## config.mk

```make
export PLATFORM = sky130hd
export DESIGN_NAME = hp_manager_flat
export DESIGN_NICKNAME = d
export VERILOG_FILES = /design/src/rtl/hp_pkg.sv /design/src/rtl/hp_manager_if.sv /design/src/rtl/frame_tick_gen.sv /design/src/rtl/hp_manager.sv /design/src/flat_wrapper.sv
export SDC_FILE = /design/constraint.sdc
export NUM_CORES = 1
export LEC_CHECK = 0
export BUFFER_PORTS_ARGS = -buffer_cell sky130_fd_sc_hd__buf_2
export CAP_MARGIN = 15
export CORE_MARGIN = 2
export CORE_UTILIZATION = 57
export DETAILED_ROUTE_END_ITERATION = 12
export PLACE_DENSITY = 0.8
export SYNTH_ARGS = -nofsm -noshare
export SYNTH_HDL_FRONTEND = slang
export SYNTH_SLANG_ARGS = --single-unit
```

## constraint.sdc

```tcl
create_clock -name Clk -period 3.3 [get_ports Clk]
set_input_delay 0.66 -clock Clk [delete_from_list [all_inputs] [get_ports Clk]]
set_output_delay 0.66 -clock Clk [all_outputs]
set_load 0.05 [all_outputs]
```

## src/rtl/hp_pkg.sv

```systemverilog
// Shared constants, state encoding and damage arithmetic for the HP manager.
package hp_pkg;

  localparam int unsigned TOTAL_HP       = 20;
  localparam int unsigned DMG_W          = 5;
  localparam int unsigned INVULN_FRAMES  = 30;
  localparam int unsigned KO_HOLD_FRAMES = 120;

  localparam int unsigned HP_OUT_W = 19;
  localparam int unsigned HP_W     = 5;
  localparam int unsigned PEND_W   = DMG_W + 1;
  localparam int unsigned INV_W    = 5;
  localparam int unsigned HOLD_W   = 7;
  localparam int unsigned WIN_W    = 2;

  typedef enum logic [1:0] {
    ST_IDLE,
    ST_FIGHT,
    ST_KO_HOLD,
    ST_OVER
  } hp_state_e;

  localparam logic [WIN_W-1:0] WIN_NONE = 2'b00;
  localparam logic [WIN_W-1:0] WIN_P1   = 2'b01;
  localparam logic [WIN_W-1:0] WIN_P2   = 2'b10;
  localparam logic [WIN_W-1:0] WIN_DRAW = 2'b11;

  // Accumulate a hit into pending damage, clamped at a full HP bar.
  function automatic logic [PEND_W-1:0] sat_add(input logic [PEND_W-1:0] pend,
                                                input logic [DMG_W-1:0]  dmg);
    logic [PEND_W-1:0] sum;
    sum = pend + PEND_W'(dmg);
    if (sum > PEND_W'(TOTAL_HP)) return PEND_W'(TOTAL_HP);
    return sum;
  endfunction

  // Apply pending damage to HP, flooring at zero instead of wrapping.
  function automatic logic [HP_W-1:0] commit_hp(input logic [HP_W-1:0]   hp,
                                                 input logic [PEND_W-1:0] pend);
    if (pend >= PEND_W'(hp)) return '0;
    return HP_W'(PEND_W'(hp) - pend);
  endfunction

endpackage

```

## src/rtl/hp_manager_if.sv

```systemverilog
// Round control, hit inputs and HP/round status outputs of the HP manager.
interface hp_manager_if;
  import hp_pkg::*;

  logic                round_start;
  logic                hit1;
  logic                hit2;
  logic [DMG_W-1:0]    dmg1;
  logic [DMG_W-1:0]    dmg2;
  logic [HP_OUT_W-1:0] hp1;
  logic [HP_OUT_W-1:0] hp2;
  logic                exist_hp;
  logic                ko;
  logic [WIN_W-1:0]    winner;
  logic                round_over;

  modport master (
    output round_start, hit1, hit2, dmg1, dmg2,
    input  hp1, hp2, exist_hp, ko, winner, round_over
  );

  modport slave (
    input  round_start, hit1, hit2, dmg1, dmg2,
    output hp1, hp2, exist_hp, ko, winner, round_over
  );

endinterface

```

## src/rtl/frame_tick_gen.sv

```systemverilog
// Brings the vsync level into the Clk domain and emits a one-cycle tick per rise.
module frame_tick_gen (
  input  logic Clk,
  input  logic Reset,
  input  logic frame_clk,
  output logic frame_tick
);

  logic sync1;
  logic sync2;
  logic sync_prev;
  logic sync_valid;
  logic armed;

  // Synchronizer, edge detector and arm flag; a level already high at reset
  // release must be seen low once before any rise can produce a tick.
  always_ff @(posedge Clk or negedge Reset) begin
    if (!Reset) begin
      sync1      <= 1'b0;
      sync2      <= 1'b0;
      sync_prev  <= 1'b0;
      sync_valid <= 1'b0;
      armed      <= 1'b0;
      frame_tick <= 1'b0;
    end else begin
      sync1      <= frame_clk;
      sync2      <= sync1;
      sync_prev  <= sync2;
      sync_valid <= 1'b1;
      armed      <= armed | (sync_valid & ~sync1);
      frame_tick <= sync2 & ~sync_prev & armed;
    end
  end

endmodule

```

## src/rtl/hp_manager.sv

```systemverilog
// Two-player HP bookkeeping: buffered damage, invulnerability windows,
// frame-aligned HP commits and KO/round-over sequencing.
module hp_manager
  import hp_pkg::*;
(
  input  logic         Clk,
  input  logic         Reset,
  input  logic         frame_clk,
  hp_manager_if.slave  bus
);

  logic frame_tick;

  hp_state_e          state_q,  state_d;
  logic [HP_W-1:0]    hp1_q,    hp1_d;
  logic [HP_W-1:0]    hp2_q,    hp2_d;
  logic [PEND_W-1:0]  pend1_q,  pend1_d;
  logic [PEND_W-1:0]  pend2_q,  pend2_d;
  logic [INV_W-1:0]   inv1_q,   inv1_d;
  logic [INV_W-1:0]   inv2_q,   inv2_d;
  logic [HOLD_W-1:0]  hold_q,   hold_d;
  logic [WIN_W-1:0]   winner_q, winner_d;
  logic               exist_q,  exist_d;
  logic               ko_q,     ko_d;
  logic               over_q,   over_d;

  frame_tick_gen u_frame_tick_gen (
    .Clk        (Clk),
    .Reset      (Reset),
    .frame_clk  (frame_clk),
    .frame_tick (frame_tick)
  );

  // State and datapath registers.
  always_ff @(posedge Clk or negedge Reset) begin
    if (!Reset) begin
      state_q  <= ST_IDLE;
      hp1_q    <= HP_W'(TOTAL_HP);
      hp2_q    <= HP_W'(TOTAL_HP);
      pend1_q  <= '0;
      pend2_q  <= '0;
      inv1_q   <= '0;
      inv2_q   <= '0;
      hold_q   <= '0;
      winner_q <= WIN_NONE;
      exist_q  <= 1'b0;
      ko_q     <= 1'b0;
      over_q   <= 1'b0;
    end else begin
      state_q  <= state_d;
      hp1_q    <= hp1_d;
      hp2_q    <= hp2_d;
      pend1_q  <= pend1_d;
      pend2_q  <= pend2_d;
      inv1_q   <= inv1_d;
      inv2_q   <= inv2_d;
      hold_q   <= hold_d;
      winner_q <= winner_d;
      exist_q  <= exist_d;
      ko_q     <= ko_d;
      over_q   <= over_d;
    end
  end

  // Next-state: round restart dominates; otherwise hits, frame commits and KO timing.
  always_comb begin
    state_d  = state_q;
    hp1_d    = hp1_q;
    hp2_d    = hp2_q;
    pend1_d  = pend1_q;
    pend2_d  = pend2_q;
    inv1_d   = inv1_q;
    inv2_d   = inv2_q;
    hold_d   = hold_q;
    winner_d = winner_q;

    if (bus.round_start) begin
      state_d  = ST_FIGHT;
      hp1_d    = HP_W'(TOTAL_HP);
      hp2_d    = HP_W'(TOTAL_HP);
      pend1_d  = '0;
      pend2_d  = '0;
      inv1_d   = '0;
      inv2_d   = '0;
      hold_d   = '0;
      winner_d = WIN_NONE;
    end else begin
      if (frame_tick) begin
        if (inv1_q != '0) inv1_d = inv1_q - 1'b1;
        if (inv2_q != '0) inv2_d = inv2_q - 1'b1;
      end

      unique case (state_q)
        ST_FIGHT: begin
          if (frame_tick) begin
            hp1_d   = commit_hp(hp1_q, pend1_q);
            hp2_d   = commit_hp(hp2_q, pend2_q);
            pend1_d = '0;
            pend2_d = '0;
          end
          // A hit landing on the commit tick starts a fresh pending total.
          if (bus.hit1 && (inv1_q == '0)) begin
            pend1_d = sat_add(frame_tick ? PEND_W'(0) : pend1_q, bus.dmg1);
            inv1_d  = INV_W'(INVULN_FRAMES);
          end
          if (bus.hit2 && (inv2_q == '0)) begin
            pend2_d = sat_add(frame_tick ? PEND_W'(0) : pend2_q, bus.dmg2);
            inv2_d  = INV_W'(INVULN_FRAMES);
          end
          if ((hp1_q == '0) || (hp2_q == '0)) begin
            state_d = ST_KO_HOLD;
            if ((hp1_q == '0) && (hp2_q == '0)) winner_d = WIN_DRAW;
            else if (hp2_q == '0)               winner_d = WIN_P1;
            else                                winner_d = WIN_P2;
          end
        end
        ST_KO_HOLD: begin
          if (frame_tick) begin
            hold_d = hold_q + 1'b1;
            if (hold_q == HOLD_W'(KO_HOLD_FRAMES - 1)) state_d = ST_OVER;
          end
        end
        default: begin
        end
      endcase
    end

    exist_d = (state_d != ST_IDLE);
    ko_d    = (state_d == ST_KO_HOLD) || (state_d == ST_OVER);
    over_d  = (state_d == ST_OVER);
  end

  assign bus.hp1        = HP_OUT_W'(hp1_q);
  assign bus.hp2        = HP_OUT_W'(hp2_q);
  assign bus.exist_hp   = exist_q;
  assign bus.ko         = ko_q;
  assign bus.winner     = winner_q;
  assign bus.round_over = over_q;

endmodule

```

## src/flat_wrapper.sv

```systemverilog
// flat-port wrapper written by rule: the top's interface ports become plain ports
module hp_manager_flat import hp_pkg::*;
  (Clk, Reset, frame_clk, bus_round_start, bus_hit1, bus_hit2, bus_dmg1, bus_dmg2, bus_hp1, bus_hp2, bus_exist_hp, bus_ko, bus_winner, bus_round_over);
  hp_manager_if bus_i ();
  input  logic Clk;
  input  logic Reset;
  input  logic frame_clk;
  input wire logic [$bits(bus_i.round_start)-1:0] bus_round_start;
  input wire logic [$bits(bus_i.hit1)-1:0] bus_hit1;
  input wire logic [$bits(bus_i.hit2)-1:0] bus_hit2;
  input wire logic [$bits(bus_i.dmg1)-1:0] bus_dmg1;
  input wire logic [$bits(bus_i.dmg2)-1:0] bus_dmg2;
  output wire logic [$bits(bus_i.hp1)-1:0] bus_hp1;
  output wire logic [$bits(bus_i.hp2)-1:0] bus_hp2;
  output wire logic [$bits(bus_i.exist_hp)-1:0] bus_exist_hp;
  output wire logic [$bits(bus_i.ko)-1:0] bus_ko;
  output wire logic [$bits(bus_i.winner)-1:0] bus_winner;
  output wire logic [$bits(bus_i.round_over)-1:0] bus_round_over;
  assign bus_i.round_start = bus_round_start;
  assign bus_i.hit1 = bus_hit1;
  assign bus_i.hit2 = bus_hit2;
  assign bus_i.dmg1 = bus_dmg1;
  assign bus_i.dmg2 = bus_dmg2;
  assign bus_hp1 = bus_i.hp1;
  assign bus_hp2 = bus_i.hp2;
  assign bus_exist_hp = bus_i.exist_hp;
  assign bus_ko = bus_i.ko;
  assign bus_winner = bus_i.winner;
  assign bus_round_over = bus_i.round_over;
  hp_manager u_core (.Clk(Clk), .Reset(Reset), .frame_clk(frame_clk), .bus(bus_i));
endmodule
```

==> metrics.txt <==
post-route cell area 3880 sq um; drt total wl 6.99 mm; hold slack 0.257 ns; Clock Tree Buf Depth 2; static leakage 1.87 nW; r2r startpoint u_core.u_frame_tick_gen.frame_tick$_DFF_PN0_; Die H 84.2 microns; CP max FO 10; clock latency at the later pin of the worst-skew pair 0.30 ns; P_int 1.45 mW; unrepaired setup endpoints after global routing false; R2R depth 9; status finished clean; EDFF count, synth 0; leading area contributor after synthesis dfrtp_1; synthesized area 3670 sq um; Final Skew 0.00857 ns; Port Buffers 30; Seq cells post-synth 52; ys flop type dfrtp_1; largest net degree at the start of global routing 37; global-route wire length before repair 12.2 mm; dominant combinational cell family by area after synthesis simple AND/OR/NAND/NOR gates; mean post-synth cell area 9.12 sq um; Clk pin slew, worst setup/hold paths 0.09 ns; period utilization 0.816; Yosys top cell area share 0.328; worst setup path class reg2reg; GPL Wtd Cong 0.859; Std-Cell Rows 29; worst hold-check path type in2async; Iter 0 DRT Violations 178; top sig layer met4; Sw Pwr 1.13 mW; dpl hpwl 5.44 mm; Total Routing Usage GR 0.207; Die W 84.2 microns; clk sink count 52; worst-margin pin slew 0.646 ns; YS warnings 0; DRC 0; met2 routed WL 3.61 mm; Syn Inst Count 402; Max Cap Viol 0; WL met1 2.96 mm; Post-Synth XOR/XNOR Area 0.0526; Logic pwr share 0.514; Compound-Gate Fraction of Synth Area 0.169; Placed Instances 502; Layout Cells excl Fill 510; peak supply drop 0.432 mV; final layout net count 483; worst reg-to-reg setup slack 0.61 ns; clk root buf clkbuf_8; clock share of power 0.144; ys async rst share 1.00; Area growth syn-to-layout 5.97%; Fin Setup TNS 0 ns; clock buffer count from CTS 5; cts hold-fix bufs 0; ant diodes 0; Switching Fraction 0.438; starting density of the core 0.584; die area 7090 sq um; largest cells by area after synthesis dfrtp_1 (33%), ha_1 (11%), buf_4 (5.9%), a21oi_1 (4.8%), inv_1 (4.0%); minimum clock period 2.69 ns; Cell Pwr Density 662 nW/um^2; Seq/Total Area, Yosys 0.356; drt pass-1 iters 4; total I/O pin count 59; post-synthesis cell type count 58; simple-gate portion of the synthesized area 0.169; core area 6280 sq um; Via density 5.51; Final ANT Viol Nets 0; drt wl/cell 13.7 microns; critical path endpoint category register; placed inst area 3790 sq um; mux cell area share after synthesis 0.00580; Data arrival, critical path 2.88 ns; sequential group share of total power 0.342; total congestion overflow 0; H-tree lvl count 2; initial antenna violation count 0; vias in the first global route 2,734; Rel. slew slack 0.566; CTS tree built; nature of the critical path startpoint register; Worst R2R End u_core.pend1_q[3]$_DFFE_PN0P_; total number of vias 2,808; worst path required time 3.49 ns; Post-CTS Setup Repair Bufs 0; Adder-Cell Fraction of Synth Area 0.136; layout cells sized above 1 0.125; Post-CTS Resized 0; pins over their slew limit 0; Hold Vio Cnt, Final 0; Met3 Wirelength 384 microns; Max Clk Rate 0.371 GHz; final setup violating endpoints 0
[routing by layer]
layer / global-route usage / up-vias
li1: - / 1377
met1: 0.256 / 1337
met2: 0.380 / 88
met3: 0.0334 / 6
met4: 0.0425 / 0
met5: 0 / -
[worst max path at each step]
stage,slack [ns],cells past startpoint,to,startpoint
finish,0.61,9,u_core.pend1_q[3]$_DFFE_PN0P_,u_core.u_frame_tick_gen.frame_tick$_DFF_PN0_
global route,0.39,9,u_core.pend1_q[3]$_DFFE_PN0P_,u_core.u_frame_tick_gen.frame_tick$_DFF_PN0_
CTS,0.62,9,u_core.pend1_q[3]$_DFFE_PN0P_,u_core.u_frame_tick_gen.frame_tick$_DFF_PN0_
detailed placement,0.56,9,u_core.pend1_q[3]$_DFFE_PN0P_,bus_dmg1[0]
global placement,0.71,9,u_core.pend1_q[3]$_DFFE_PN0P_,bus_dmg1[0]
floorplan,0.47,12,u_core.pend2_q[4]$_DFFE_PN0P_,u_core.u_frame_tick_gen.frame_tick$_DFF_PN0_
[through the flow]
stage | total power, mW | util | setup slack (ns)
after floorplan | 1.95 | - | 0.467
after global placement | 2.15 | 0.604 | 0.707
after detailed placement | 2.21 | 0.604 | 0.564
after CTS | 2.58 | 0.619 | 0.620
after global routing | 2.78 | 0.619 | 0.386
final | 2.57 | 0.619 | 0.608
[cell families (layout without fill, tap and decap cells)]
group	count (synthesis)	after routing
simple gates	120	120
buf+inv	77	81
xor+xnor	22	22
fa+ha+maj	38	38
flops	52	52
mux	2	2
other cells	2	29
compound gates	89	89
[area by class of cell]
class,count,area [sq um]
Clock buffer,6,82.6
Clock inverter,2,10.0
Fill cell,518,2390
Inverter,39,146
Multi-Input combinational cell,300,2060
Sequential cell,52,1310
Tap cell,77,96.3
Timing Repair Buffer,34,180
[flip-flops by register name, indices dropped and copies added (netlist names), 2 cells and up]
name               count
u_core.inv1_q          5
u_core.state_q         2
u_core.hold_q          7
u_core.hp1_q           5
u_core.pend1_q         6
u_core.hp2_q           5
u_core.bus.winner      2
u_core.pend2_q         6
u_core.inv2_q          5
[Yosys cell counts, drive strengths merged, types with 5 or more instances]
master / n
dfrtp: 48
inv: 39
nor2: 37
a21oi: 35
ha: 31
buf: 29
nand2: 23
xnor2: 15
nand2b: 12
a21o: 9
clkbuf: 9
nor3: 9
nor2b: 8
o21ai: 8
nand3: 7
xor2: 7
a22oi: 6
a22o: 5
or3: 5
[layout by cell type, fill, tap and decap left out, types with 5 or more instances in the layout]
cell      Yosys  routed
a21o_1        9       9
a21oi_1      35      35
a22o_1        5       5
a22oi_1       6       6
buf_2         0      30
clkbuf_8      0       6
conb_1        2      29
dfrtp_1      48      48
ha_1         31      31
inv_1        39      39
nand2_1      23      23
nand2b_1     12      12
nand3_1       7       7
nor2_1       37      37
nor2b_1       8       8
nor3_1        9       9
o21ai_0       7       7
xnor2_1      15      15
xor2_1        7       7
[critical path, stage by stage (launching register included)]
cell and delay [ns]:
dfrtp_1 0.52, nor2_1 0.16, ha_1 0.20, inv_1 0.06, fa_1 0.39, maj3_1 0.40, nor3_1 0.22, a21oi_1 0.07
o221a_2 0.24, o41ai_1 0.32
[power groups by stage]
stage          logic (mW)  registers [mW]  clock network [mW]
2_1_floorplan       0.980           0.972                   0
3_3_place_gp         1.27           0.884                   0
5_1_grt              1.47           0.902               0.405
3_5_place_dp         1.32           0.890                   0
4_1_cts              1.32           0.878               0.377
6_report             1.32           0.879               0.370
Power figures use the tool's default switching activity.
